$ cat config.mk
export PLATFORM = sky130hd
export DESIGN_NAME = imem_fetch_ctrl
export DESIGN_NICKNAME = d
export VERILOG_FILES = /design/src/rtl/imem_fetch_ctrl.sv
export SDC_FILE = /design/constraint.sdc
export NUM_CORES = 1
export LEC_CHECK = 0
export CORE_ASPECT_RATIO = 1.25
export CORE_MARGIN = 4
export CORE_UTILIZATION = 50
export CTS_BUF_LIST = sky130_fd_sc_hd__clkbuf_8
export CTS_CLUSTER_DIAMETER = 50
export DETAILED_ROUTE_END_ITERATION = 6
export HOLD_SLACK_MARGIN = 0.05
export PLACE_DENSITY = 0.9
export REMOVE_ABC_BUFFERS = 1
export SKIP_CTS_REPAIR_TIMING = 1
export SLEW_MARGIN = 20
export SYNTH_ARGS = -nofsm -noshare
export SYNTH_HDL_FRONTEND = slang
export SYNTH_SLANG_ARGS = --single-unit
export TNS_END_PERCENT = 50
$ cat constraint.sdc
create_clock -name clk_i -period 3.8 [get_ports clk_i]
set_input_delay 0.76 -clock clk_i [delete_from_list [all_inputs] [get_ports clk_i]]
set_output_delay 0.76 -clock clk_i [all_outputs]
set_load 0.05 [all_outputs]
$ cat src/rtl/imem_fetch_ctrl.sv
// Instruction fetch sequencer: sequential PC generation, 2-entry skid FIFO for the
// 1-cycle sync-read memory, branch redirects and arbitration with the program loader.
module imem_fetch_ctrl #(
  parameter int                ADDR_W   = 32,
  parameter int                DATA_W   = 32,
  parameter logic [ADDR_W-1:0] RESET_PC = '0
) (
  input  logic              clk_i,
  input  logic              rst_i,
  input  logic              redirect_valid_i,
  input  logic [ADDR_W-1:0] redirect_pc_i,
  input  logic              load_req_i,
  input  logic [ADDR_W-1:0] load_addr_i,
  input  logic [DATA_W-1:0] load_data_i,
  output logic              load_gnt_o,
  output logic              mem_re_o,
  output logic              mem_we_o,
  output logic [ADDR_W-1:0] mem_addr_o,
  output logic [DATA_W-1:0] mem_wdata_o,
  input  logic [DATA_W-1:0] mem_rdata_i,
  output logic              inst_valid_o,
  input  logic              inst_ready_i,
  output logic [ADDR_W-1:0] inst_pc_o,
  output logic [DATA_W-1:0] inst_data_o
);

  localparam logic [1:0] ST_FETCH = 2'd0;
  localparam logic [1:0] ST_DRAIN = 2'd1;
  localparam logic [1:0] ST_LOAD  = 2'd2;

  localparam logic [ADDR_W-1:0] ALIGN_MASK = ~{{(ADDR_W-2){1'b0}}, 2'b11};
  localparam logic [ADDR_W-1:0] PC_STEP    = {{(ADDR_W-3){1'b0}}, 3'b100};

  logic [1:0]             state_q, state_d;
  logic [ADDR_W-1:0]      fetch_pc_q, fetch_pc_d;
  logic [1:0][ADDR_W-1:0] fifo_pc_q, fifo_pc_d;
  logic [1:0][DATA_W-1:0] fifo_data_q, fifo_data_d;
  logic                   rd_ptr_q, rd_ptr_d;
  logic [1:0]             count_q, count_d;
  logic                   inflight_q, inflight_d;
  logic [ADDR_W-1:0]      inflight_pc_q, inflight_pc_d;

  logic              pop;
  logic              push;
  logic              issue;
  logic              enter_load;
  logic              wr_idx;
  logic [2:0]        occupancy;
  logic [ADDR_W-1:0] resume_pc;

  // A redirect landing in the same cycle as a response kills it by suppressing the push.
  assign pop        = (count_q != 2'd0) && inst_ready_i;
  assign push       = inflight_q && !redirect_valid_i;
  assign occupancy  = {1'b0, count_q} + {2'b00, inflight_q} - {2'b00, pop};
  assign issue      = (state_q == ST_FETCH) && !redirect_valid_i && !load_req_i &&
                      (occupancy < 3'd2) && !rst_i;
  assign enter_load = (state_q == ST_DRAIN) && load_req_i && !inflight_q;
  assign wr_idx     = rd_ptr_q ^ count_q[0];

  // Oldest instruction not yet handed downstream, after any transfer in this cycle.
  always_comb begin
    resume_pc = fetch_pc_q;
    if (count_q == 2'd2 || (count_q == 2'd1 && !pop)) begin
      resume_pc = pop ? fifo_pc_q[~rd_ptr_q] : fifo_pc_q[rd_ptr_q];
    end
  end

  always_comb begin
    state_d       = state_q;
    fetch_pc_d    = fetch_pc_q;
    fifo_pc_d     = fifo_pc_q;
    fifo_data_d   = fifo_data_q;
    rd_ptr_d      = rd_ptr_q ^ pop;
    count_d       = count_q - {1'b0, pop} + {1'b0, push};
    inflight_d    = issue;
    inflight_pc_d = fetch_pc_q;

    case (state_q)
      ST_FETCH: if (load_req_i) state_d = ST_DRAIN;
      ST_DRAIN: begin
        if (!load_req_i)      state_d = ST_FETCH;
        else if (!inflight_q) state_d = ST_LOAD;
      end
      ST_LOAD:  if (!load_req_i) state_d = ST_FETCH;
      default:  state_d = ST_FETCH;
    endcase

    if (push) begin
      fifo_pc_d[wr_idx]   = inflight_pc_q;
      fifo_data_d[wr_idx] = mem_rdata_i;
    end

    if (redirect_valid_i || enter_load) count_d = 2'd0;

    if (redirect_valid_i)  fetch_pc_d = redirect_pc_i & ALIGN_MASK;
    else if (enter_load)   fetch_pc_d = resume_pc;
    else if (issue)        fetch_pc_d = fetch_pc_q + PC_STEP;
  end

  always_ff @(posedge clk_i) begin
    if (rst_i) begin
      state_q       <= ST_FETCH;
      fetch_pc_q    <= RESET_PC;
      fifo_pc_q     <= '0;
      fifo_data_q   <= '0;
      rd_ptr_q      <= 1'b0;
      count_q       <= 2'd0;
      inflight_q    <= 1'b0;
      inflight_pc_q <= '0;
    end else begin
      state_q       <= state_d;
      fetch_pc_q    <= fetch_pc_d;
      fifo_pc_q     <= fifo_pc_d;
      fifo_data_q   <= fifo_data_d;
      rd_ptr_q      <= rd_ptr_d;
      count_q       <= count_d;
      inflight_q    <= inflight_d;
      inflight_pc_q <= inflight_pc_d;
    end
  end

  // The FIFO is always empty in LOAD, so inst_valid drops without an explicit state term.
  assign inst_valid_o = (count_q != 2'd0);
  assign inst_pc_o    = fifo_pc_q[rd_ptr_q];
  assign inst_data_o  = fifo_data_q[rd_ptr_q];
  assign load_gnt_o   = (state_q == ST_LOAD) && !rst_i;
  assign mem_we_o     = load_gnt_o && load_req_i;
  assign mem_re_o     = issue;
  assign mem_addr_o   = (state_q == ST_LOAD) ? (load_addr_i & ALIGN_MASK) : fetch_pc_q;
  assign mem_wdata_o  = load_data_i;

endmodule
==> flow_summary_export.csv <==
group,metric,value,unit
finish,area_growth,26.0,%
synthesis,ys_ff_latch,198,
status,status,"completed",
job,max_cap_viol_count,0,
worst_setup_path,r2r_start,"inflight_q$_SDFF_PP0_",
synthesis,yosys_warnings,0,
worst_setup_path,crit_path_top_delay_cell,"dfxtp_1",
synthesis,yosysSeqAreaShare,0.413,
finish,n_antenna_cell,0,
routing,drt_first_pass_iters,5,
finish,drive_above_1_share,0.127,
placement,dp_hpwl,20100,microns
worst_setup_path,critPathArrivalTime,2.81,ns
worst_setup_path,r2r_slack,0.65,ns
pwr,power_density,361,nW/um^2
placement,dp.cells,1557,
routing,drt_iter0_drc,764,
worst_setup_path,crit_path_max_incr_delay,0.48,ns
synthesis,synthCells,1214,
synthesis,netlist-cell-type-count,74,
grt,overflow,0,
grt,grt_start_max_net_pins,77,
routing,wl_per_cell,18.3,microns
synthesis,synth_most_common_cell,"nand2_1",
sta,setup_viol,0,
die,core,18800,sq um
worst_setup_path,path_class,"reg -> out",
finish,final_nets,1480,
clock_network,cts_made_buffers,17,
clock_network,cts_max_path_buffers,2,
sta,rsz0062_at_grt,"false",
routing,vias,9176,
pwr,vdd_ir_drop_max,0.227,mV
worst_setup_path,path_cells,"xor2_1 -> nand2_1 -> fa_1 -> or4b_1 -> or4_4 -> inv_6 -> buf_12",
die,io_pins,265,
clock_network,cts.sinks,198,
grt,grt_usage,0.264,
synthesis,synth_edf_count,0,
synthesis,syn_area,9600,sq um
worst_setup_path,start_kind,"flip-flop",
sta,clock.fmax,280,MHz
grt,grt_pass1_wl,46000,microns
pwr,power_leakage,4.38,nW
sta,fin_crit,3.57,ns
sta,period_share,0.939,
synthesis,ys_top_cells_by_area,"dfxtp_1 41%, nand2_1 15%, mux2_2 8.6%",
clock_network,root_buffer,"clkbuf_8",
worst_setup_path,reg2reg_to,"fetch_pc_q[11]$_SDFFE_PP0P_",
sta,fin_ws,0.233,ns
placement,place_congestion,0.904,
finish,layout.cells.non_filler,1589,
routing,drcViolationCount,0,
worst_setup_path,cp_num_buf_inv,2,
sta,slew_headroom,0.474,
synthesis,synthFlopType,"dfxtp_1",
die,dieArea,21500,sq um
clock_network,cts_tree,"built",
synthesis,synth.largest_area_cell,"dfxtp_1",
sta,tightest_slew,0.788,ns
die,die_y,163,microns
die,die_x,132,microns
routing,ant_nets,0,
clock_network,clk_latency,0.46,ns
hold_path,hp-class,"reg -> reg",
clock_network,htreeDepth,4,
clock_network,path_clk_slew,0.10,ns
sta,drv_slew,0,
worst_setup_path,critPathTopFamily,"simple AND/OR/NAND/NOR gates",
worst_setup_path,critPathCaptureType,"primary output",
die,start_util,0.509,
sta,fin_setup_tns,0,ns
worst_setup_path,crit_required,3.04,ns
synthesis,async_flop_share,0,
sta,hold_viol,0,
hold_path,hold_path_depth,2,
worst_setup_path,cp_max_fo,7,
grt,grt_pass1_vias,9056,
grt,antenna_found_initial,0,
routing,avgViaCountPerCell,5.77,
die,row_count,56,
synthesis,yosys.area.top_type_share,0.413,
synthesis,avgSynthCellArea,7.91,sq um
placement,io_buffers,196,
sta,skew,0.00861,ns
hold_path,worstHoldEndpoint,"fifo_pc_q[13]$_SDFFE_PP0P_",
hold_path,hold_start,"inflight_pc_q[13]$_SDFF_PP0_",
worst_setup_path,reg2reg_depth,10,
placement,place_ws,-0.169,ns
routing,totalWireLength,29000,microns
synthesis,ys_top_cells_by_count,"377 x nand2_1, 198 x dfxtp_1, 145 x a21oi_1",
==> layer usage <==
metal / global-route usage / vias up / routed length [microns]
met5: 0.0255 / - / 61
met1: 0.310 / 4259 / 11300
met4: 0.133 / 2 / 1130
met2: 0.442 / 461 / 13800
met3: 0.0723 / 92 / 2660
li1: - / 4362 / -
==> through the flow <==
step	hold WS (ns)	area (sq um)	power (mW)	utilization
3_3_place_gp	0.435	11600	2.82	0.616
2_1_floorplan	0.426	8980	2.52	-
5_1_grt	0.467	12100	4.50	0.642
4_1_cts	0.450	12100	4.38	0.641
6_report	0.452	12100	4.36	0.642
3_5_place_dp	0.441	11600	2.83	0.616
==> cells by family (layout without fill, tap and decap cells) <==
logic type | count (synthesis) | after routing | synth area share
xor+xnor | 13 | 13 | 0.0119
simple gates | 520 | 520 | 0.238
mux | 83 | 83 | 0.0961
fa+ha+maj | 3 | 3 | 0.00469
flops | 198 | 198 | 0.413
buf+inv | 141 | 284 | 0.0717
compound gates | 256 | 256 | 0.164
==> worst reg2reg max path, delay by kind of cell (launching register included) <==
family	cells	cell delay, ns
and+or+nand+nor	4	1.18
DFF	1	0.48
adders and majority gates	1	0.48
buffers and inverters	2	0.44
AOI/OAI and AO/OA	2	0.30
xor gates and xnor gates	1	0.18
==> flip-flops by register name, indices dropped and copies added, names as in the netlist <==
name / cells
fifo_data_q: 64
count_q: 2
fifo_pc_q: 64
state_q: 2
rd_ptr_q: 1
fetch_pc_q: 32
inflight_pc_q: 32
inflight_q: 1
==> worst max path at each step <==
stage	from	endpoint	slack, ns	depth (start not counted)
floorplan	rd_ptr_q$_SDFF_PP0_	fifo_data_q[32]$_SDFFE_PP0P_	-0.61	4
finish	inflight_q$_SDFF_PP0_	mem_re_o	0.23	7
detailed placement	inst_ready_i	mem_re_o	-0.17	9
CTS	inst_ready_i	mem_re_o	-0.17	9
global placement	inst_ready_i	mem_re_o	-0.16	9
global route	inflight_q$_SDFF_PP0_	mem_re_o	0.13	7
==> cells in the final DEF (no fill, tap or decap), types with 8 or more instances in the layout <==
cell,count
mux2i_1,10
and4_1,9
nor3_1,8
nand4_1,8
clkdlybuf4s50_1,192
nor4_1,8
dfxtp_1,197
nor2_1,35
nand2_1,375
a211oi_1,12
clkbuf_8,20
nor2b_1,25
nand3_1,8
a21oi_1,145
and3_1,8
o21ai_0,30
mux2_2,73
buf_4,36
inv_1,17
==> power by group <==
group          internal (mW)  total (mW)  switching (mW)
registers               2.12        2.18          0.0551
clock network          0.838        1.57           0.736
logic                  0.258       0.612           0.354
total                   3.22        4.36            1.14
==> area by class of cell <==
class,instances,area [sq um]
clock buffers,20,275
multi-input cells,875,4990
repair buffers,234,2300
inverters,18,72.6
flip-flops and latches,198,3970
fillers,1546,6750
clock inverters,12,199
well taps,232,290
No activity file was read; power rests on OpenSTA's default activity.
